$ cat config.mk
export PLATFORM = sky130hd
export DESIGN_NAME = mat_stream_pack
export DESIGN_NICKNAME = d
export VERILOG_FILES = /design/src/rtl/mat_stream_pack.sv
export SDC_FILE = /design/constraint.sdc
export NUM_CORES = 1
export LEC_CHECK = 0
export CAP_MARGIN = 20
export CORE_UTILIZATION = 40
export CTS_CLUSTER_DIAMETER = 80
export DETAILED_ROUTE_END_ITERATION = 8
export PLACE_DENSITY = 0.79
export SYNTH_ARGS = -nofsm -noshare
export SYNTH_HDL_FRONTEND = slang
export SYNTH_SLANG_ARGS = --single-unit
$ cat constraint.sdc
create_clock -name clk -period 1.5 [get_ports clk]
set_input_delay 0.3 -clock clk [delete_from_list [all_inputs] [get_ports clk]]
set_output_delay 0.3 -clock clk [all_outputs]
set_load 0.02 [all_outputs]
$ cat src/rtl/mat_stream_pack.sv
// mat_stream_pack: collects M*N 32-bit elements from a stb/ack stream and
// presents them as one row-major matrix on a stb/ack output port.
// Element k (arrival order) lands at bits [32k+31:32k], so row 0, col 0
// sits at the LSBs.
module mat_stream_pack #(
    parameter int M = 1,
    parameter int N = 1,
    localparam int ELEMS = M * N,
    localparam int CW = (ELEMS > 1) ? $clog2(ELEMS) : 1
) (
    input  logic                  clk,
    input  logic                  rst,
    input  logic [31:0]           input_elem,
    input  logic                  input_elem_stb,
    output logic                  input_elem_ack,
    output logic [ELEMS*32-1:0]   output_mat,
    output logic                  output_mat_stb,
    input  logic                  output_mat_ack,
    output logic [CW-1:0]         elem_count
);

    typedef enum logic {
        COLLECT,
        PUT_MAT
    } state_t;

    localparam logic [CW-1:0] LAST = CW'(ELEMS - 1);

    state_t                   state, state_d;
    logic [ELEMS-1:0][31:0]   mat_buf, mat_buf_d;
    logic [CW-1:0]            count_d;
    logic                     ack_d;
    logic                     stb_d;
    logic [ELEMS*32-1:0]      mat_d;

    // State and all registered outputs; reset discards any partial matrix.
    always_ff @(posedge clk) begin
        if (rst) begin
            state          <= COLLECT;
            elem_count     <= '0;
            // NOTE: the element buffer is cleared on reset so a matrix can
            // never expose words left over from an aborted collection.
            mat_buf        <= '0;
            input_elem_ack <= 1'b0;
            output_mat     <= '0;
            output_mat_stb <= 1'b0;
        end else begin
            // NOTE: non-blocking assignments so every register updates from
            // the values computed before this edge, independent of order.
            state          <= state_d;
            elem_count     <= count_d;
            mat_buf        <= mat_buf_d;
            input_elem_ack <= ack_d;
            output_mat     <= mat_d;
            output_mat_stb <= stb_d;
        end
    end

    // Next-state logic: accept elements in COLLECT, hold the matrix in PUT_MAT.
    always_comb begin
        // NOTE: every target gets a default first so no path leaves one
        // unassigned, which would infer a latch.
        state_d   = state;
        count_d   = elem_count;
        mat_buf_d = mat_buf;
        ack_d     = input_elem_ack;
        mat_d     = output_mat;
        stb_d     = output_mat_stb;

        case (state)
            COLLECT: begin
                if (input_elem_stb && input_elem_ack) begin
                    mat_buf_d[elem_count] = input_elem;
                    ack_d = 1'b0;
                    if (elem_count == LAST) begin
                        count_d = '0;
                        state_d = PUT_MAT;
                    end else begin
                        count_d = elem_count + CW'(1);
                    end
                end else begin
                    ack_d = 1'b1;
                end
            end
            PUT_MAT: begin
                ack_d = 1'b0;
                if (output_mat_stb && output_mat_ack) begin
                    stb_d   = 1'b0;
                    state_d = COLLECT;
                end else begin
                    mat_d = mat_buf;
                    stb_d = 1'b1;
                end
            end
            default: state_d = COLLECT;
        endcase
    end

endmodule

==> impl_metrics.toml, run 1 <==
[grt]
grt_first_pass_wirelength_um = 8183
grt_start_max_net_pins = 100
track_usage_pct = 14.69
grt_overflow_total = 0
grt_antenna_before_repair = 0
grt_pass1_vias = 1802

[sta]
period_share_pct = 91.33
finalSetupViolations = 0
period_needed_ns = 1.370
rsz0062_at_grt = "no"
fmax_mhz = 730.0
maxSlewViolCount = 0
clock_skew_ns = 0.006639
setup_tns_ns = 0
hold_viol_final = 0

[place]
numPortBuffers = 69
gp_congestion = 0.6421
dp_hpwl_um = 3268

[clock_network]
cts_tree = "yes"
htree_levels = 3
clk_pin_slew_ns = 0.07
cts_sinks = 67
clock_latency_ns = 0.33
cts_buffers = 9
root_buffer = "clkbuf_8"
hold_buffers = 0
clockBufferDepth = 2

[pwr]
combPwrFrac_pct = 11.7
p_seq_share_pct = 49.8
switching_share_pct = 22.67
max-vdd-ir-drop_mv = 0.5081
p_int_uw = 2898
p_sw_uw = 849.7
clkPwrFrac_pct = 38.5
cellPowerDensity_mw_per_mm2 = 1017
p_leak_uw = 0.001665

[floorplanning]
core_mm2 = 0.006495
num_rows = 29
die_area_mm2 = 0.007239
initial_core_util_pct = 42.52
die_h_um = 85.09
ios = 71
die_w_um = 85.09

[worst_setup_path]
critPathCaptureType = "output port"
cp.required_ns = 1.20
startpoint_type = "flop"
max_stage_delay_ns = 0.39
cpMaxStageDelayCell = "dfxtp_1"
path_max_fanout = 5
crit_type = "reg -> out"
cp.buffers_inverters = 1
cp_cell_sequence = "dlygate4sd2_1"
critPathArrivalTime_ns = 1.07
critPathTopFamily = "flip-flops"

[logic_synthesis]
yosysWarnings = 0
syn-num-nets = 290
synth_top_area_share_pct = 48.57
syn_area_mm2 = 0.002761
syn_inst = 254
ys_top_cells_by_count = "nand2b_1, dfxtp_1, mux2i_1, clkbuf_1, buf_6"
avgSynthCellArea_um2 = 10.87
synth-seq-cells = 67
dominantRegCellSynth = "dfxtp_1"
synth.largest_area_cell = "dfxtp_1"
yosysSeqAreaShare_pct = 48.57
synth.distinct_cells = 15
synthArstFlopShare_pct = 0
synth_edf_count = 0
ys_top_cells_by_area = "dfxtp_1, mux2i_1, nand2b_1, buf_6, clkbuf_1"
yosysMostFrequentCell = "nand2b_1"

[layout]
final_util_pct = 56.73
synthToLayoutAreaGrowth_pct = 33.44
antenna_cells = 0
fillers = 578
final_nets = 357
drive_above_1_share_pct = 7.975

[flow_run]
drv_cap = 0

[drt]
wl_um = 4952
wl_per_cell_um = 12.29
drc = 0
first_pass_iters = 4
vias = 1865
via_per_inst = 4.628
ant_nets = 0
drt_iter0_markers = 43

[hold_path]
min_path_type = "reg -> reg"

[status]
status = "finished clean"
-- layout make-up --
cell class                      instances  area (µm²)  share of cell area (%)
Clock buffer                           10       137.6                   3.735
Clock inverter                          6       55.05                   1.494
Multi-Input combinational cell        168        1304                   35.38
Sequential cell                        67        1341                   36.40
Timing Repair Buffer                   75       750.7                   20.37
Tap cell                               77       96.34                   2.615
-- stage by stage --
stage | setup slack [ns] | area, µm² | hold WS (ns) | power [µW] | std cells
after floorplan | 0.2946 | 2761 | 0.4038 | 2181 | 254
after global placement | 0.01595 | 3535 | 0.4546 | 2355 | 387
after detailed placement | -0.02288 | 3535 | 0.4577 | 2362 | 387
after CTS | 0.1097 | 3685 | 0.4678 | 3799 | 403
after global routing | 0.05284 | 3685 | 0.4961 | 3934 | 403
final | 0.1300 | 3685 | 0.4702 | 3748 | 403
-- per-layer routing --
layer	vias up	track usage (%)	part of all wire, %	wire [µm]
li1	962	-	-	-
met1	849	17.72	45	2237
met2	45	23.39	48	2353
met3	9	4.669	5.3	264
met4	0	7.858	1.9	96
met5	-	0	0	0
-- state kept, by name, summed over array words and instances (netlist names) --
signal and cells:
mat_buf 32, output_mat 32, input_elem_ack 1, output_mat_stb 1
state 1
-- cell usage in the layout, fill, tap and decap left out --
cell and instances:
dlygate4sd2_1 34, a21boi_1 1, a21bo_2 1, mux2i_1 64, nand2b_1 96, conb_1 1
a211oi_1 1, and3b_2 1, a31oi_1 1, clkbuf_8 10, buf_12 5, clkdlybuf4s50_1 34
buf_2 1, dfxtp_1 67, o21bai_1 1, bufinv_16 1, buf_4 1, o21ba_2 1
clkinv_2 5
-- worst paths after layout --
check / start / endpoint / slack (ns) / depth (start not counted)
worst min-delay path: input_elem_ack$_SDFF_PP0_ / input_elem_ack$_SDFF_PP0_ / 0.47 / 1
worst max register to register: state$_SDFF_PP0_ / mat_buf[17]$_SDFFE_PP0P_ / 0.36 / 3
worst min register to register: input_elem_ack$_SDFF_PP0_ / input_elem_ack$_SDFF_PP0_ / 0.47 / 1
worst max-delay path: output_mat_stb$_SDFFE_PP0P_ / output_mat_stb / 0.13 / 1
-- kinds of logic after synthesis --
logic type	after synthesis	share of synthesized area, %
and+or+nand+nor	97	22.07
DFF	67	48.57
muxes	64	23.20
buffers and inverters	19	4.259
AOI/OAI and AO/OA	6	1.768
other	1	0.1358
-- power groups by stage --
stage               registers (µW)  logic (µW)  clock network, µW
detailed placement            1910         454                  0
CTS                           1870         446               1490
floorplan                     1920         259                  0
finish                        1870         439               1440
global placement              1910         449                  0
global route                  1870         471               1590
-- repair_timing --
item                                    4_1_cts  5_1_grt
hold endpoints to repair                      0        0
resized for setup                            34        0
buffers inserted                              0        0
endpoints found under the setup margin       34        0
No activity file was read; power rests on OpenSTA's default activity.
==> run 2: changes to the inputs <==
- ABC_AREA: not set -> 1
==> run 2 against run 1 <==
Effect of this change:
- global-route usage increased by 4.8 points
- clock skew decreased by 0.0014 ns
- core utilization increased by 0.061 points
- area after synthesis decreased by 6.1%
- count of clock-buffer cells in the layout increased by 2
- cell count increased by 25%
- via count increased by 24%
- hold slack got worse by 0.010 ns
- largest cell class unchanged
==> impl_metrics.toml, run 2 <==
[logic_synthesis]
synth-seq-cells = 67
dominantRegCellSynth = "dfxtp_1"
yosysSeqAreaShare_pct = 51.71
synth_edf_count = 0
ys_top_cells_by_area = "dfxtp_1, nand2_1, nor2_1, a21oi_1, nand3_1"
yosysWarnings = 0
synth_top_area_share_pct = 51.71
avgSynthCellArea_um2 = 7.205
syn_area_mm2 = 0.002594
yosysMostFrequentCell = "nand2_1"
syn-num-nets = 396
synth.distinct_cells = 14
synthArstFlopShare_pct = 0
synth.largest_area_cell = "dfxtp_1"
ys_top_cells_by_count = "nand2_1, dfxtp_1, nor2_1, a21oi_1, inv_1"
syn_inst = 360

[hold_path]
min_path_type = "reg -> reg"
whs_path_depth = 2
hold_end = "output_mat[4]$_SDFFE_PP0P_"
hold_path.startpoint = "output_mat[4]$_SDFFE_PP0P_"

[clock_network]
root_buffer = "clkbuf_8"
clk_pin_slew_ns = 0.06
clock_latency_ns = 0.34
clockBufferDepth = 2
cts_buffers = 9
cts_sinks = 67
htree_levels = 3
cts_tree = "yes"

[grt]
grt_first_pass_wirelength_um = 9763
grt_antenna_before_repair = 0
track_usage_pct = 19.49
grt_start_max_net_pins = 54
grt_pass1_vias = 2238
grt_overflow_total = 0

[place]
dp_hpwl_um = 3954
gp_congestion = 0.7217
place_inst = 490
place_area_mm2 = 0.003344
numPortBuffers = 69

[worst_setup_path]
cpMaxStageDelayCell = "dfxtp_1"
critPathCaptureType = "output port"
critPathArrivalTime_ns = 1.06
rr_worst_depth = 6
rr_startpoint = "state$_SDFF_PP0_"
critPathTopFamily = "flip-flops"
rr_endpoint = "mat_buf[10]$_SDFFE_PP0P_"
startpoint_type = "flop"
crit_type = "reg -> out"
cp.required_ns = 1.20
cp.buffers_inverters = 1
cp_cell_sequence = "dlygate4sd2_1"
path_max_fanout = 3
max_stage_delay_ns = 0.37
critPathLaunch = "input_elem_ack$_SDFF_PP0_"
r2r_setup_slack_ns = 0.23

[pwr]
p_leak_uw = 0.001664
max-vdd-ir-drop_mv = 0.5600
cellPowerDensity_mw_per_mm2 = 1058

[layout]
final_area_mm2 = 0.003462
top_regs = "mat_buf: 32 flops, output_mat: 32 flops"
synthToLayoutAreaGrowth_pct = 33.48
final_cell_mix = "nand2_1, dfxtp_1, nor2_1"
antenna_cells = 0
final_common_cell = "nand2_1"
final_nets = 462
drive_above_1_share_pct = 6.279
finalNonFillerCells = 505
final_util_pct = 56.79

[drt]
ant_nets = 0
drc = 0
drt_iter0_markers = 125
via_per_inst = 4.596
wl_um = 5904
vias = 2321
wl_per_cell_um = 11.69
first_pass_iters = 4

[sta]
period_needed_ns = 1.355
hold_viol_final = 0
period_share_pct = 90.34
timing.hold.ws_ns = 0.4601
fmax_mhz = 737.9
setup_tns_ns = 0
clock_skew_ns = 0.005271
rsz0062_at_grt = "no"
maxSlewViolCount = 0
finalSetupViolations = 0

[status]
status = "finished clean"

[floorplanning]
die_area_mm2 = 0.006810
core_mm2 = 0.006096
die_w_um = 82.53
num_rows = 28
die_h_um = 82.53
ios = 71
initial_core_util_pct = 42.55

[flow_run]
drv_cap = 0
run 2: changes by cell type after synthesis, moves of 6 or more:
cell      before  now
buf_2          4   15
clkbuf_1       9    3
nand2b_1      96    0
nand2_1        0   99
nand3_1        0   33
nor2_1         0   64
mux2i_1       64    0
a21oi_1        0   34
inv_1          0   34
run 2: kinds of logic after synthesis:
| family | share of synthesized area (%) |
|---|---|
| buf+inv | 11.00 |
| compound gates | 6.560 |
| simple gates | 30.58 |
| flops | 51.71 |
| other cells | 0.1446 |
run 2: metal layers:
| layer | up-vias | GRT usage, % | wire length [µm] |
|---|---|---|---|
| met2 | 57 | 31.82 | 2845 |
| met3 | 12 | 4.725 | 314 |
| met4 | 0 | 11.55 | 107 |
| met5 | - | 0 | 0 |
| met1 | 1027 | 23.19 | 2637 |
| li1 | 1225 | - | - |
run 2: final cells by class:
| class | count | area [µm²] |
|---|---|---|
| Multi-Input combinational cell | 233 | 967.2 |
| Clock inverter | 3 | 15.01 |
| Inverter | 35 | 131.4 |
| Timing Repair Buffer | 80 | 768.2 |
| Tap cell | 75 | 93.84 |
| Sequential cell | 67 | 1341 |
| Fill cell | 593 | 2634 |
| Clock buffer | 12 | 145.1 |
run 2: report_power, final:
group	total (µW)	switching (µW)	leakage (µW)	internal, µW
Clock	1250	621	0.0000860	628
Sequential	1930	52.8	0.000546	1870
Combinational	489	270	0.00103	219
run 2: metrics by stage:
stage,total power [µW],setup slack [ns]
2_1_floorplan,2261,0.3684
5_1_grt,3848,0.08984
6_report,3664,0.1448
3_3_place_gp,2454,0.08762
4_1_cts,3688,0.1251
3_5_place_dp,2469,0.02347
run 2: worst max path at each step:
stage                                  endpoint  cells past startpoint  slack [ns]
finish                           input_elem_ack                      1        0.14
CTS                              input_elem_ack                      1        0.13
global route                     input_elem_ack                      1        0.09
detailed placement  output_mat[24]$_SDFFE_PP0P_                      6        0.02
global placement     output_mat[1]$_SDFFE_PP0P_                      6        0.09
floorplan            output_mat[0]$_SDFFE_PP0P_                      5        0.37
run 2: repair_timing:
action | CTS | global route
buffers inserted | 0 | 0
hold buffers | 0 | 0
endpoints found under the setup margin | 34 | 0
resized for setup | 34 | 0
==> run 3: changes to the inputs <==
- CTS_CLUSTER_DIAMETER: 80 -> not set
==> results of run 3 <==
No change in the layout: final DEF, timing and power equal those of run 2.
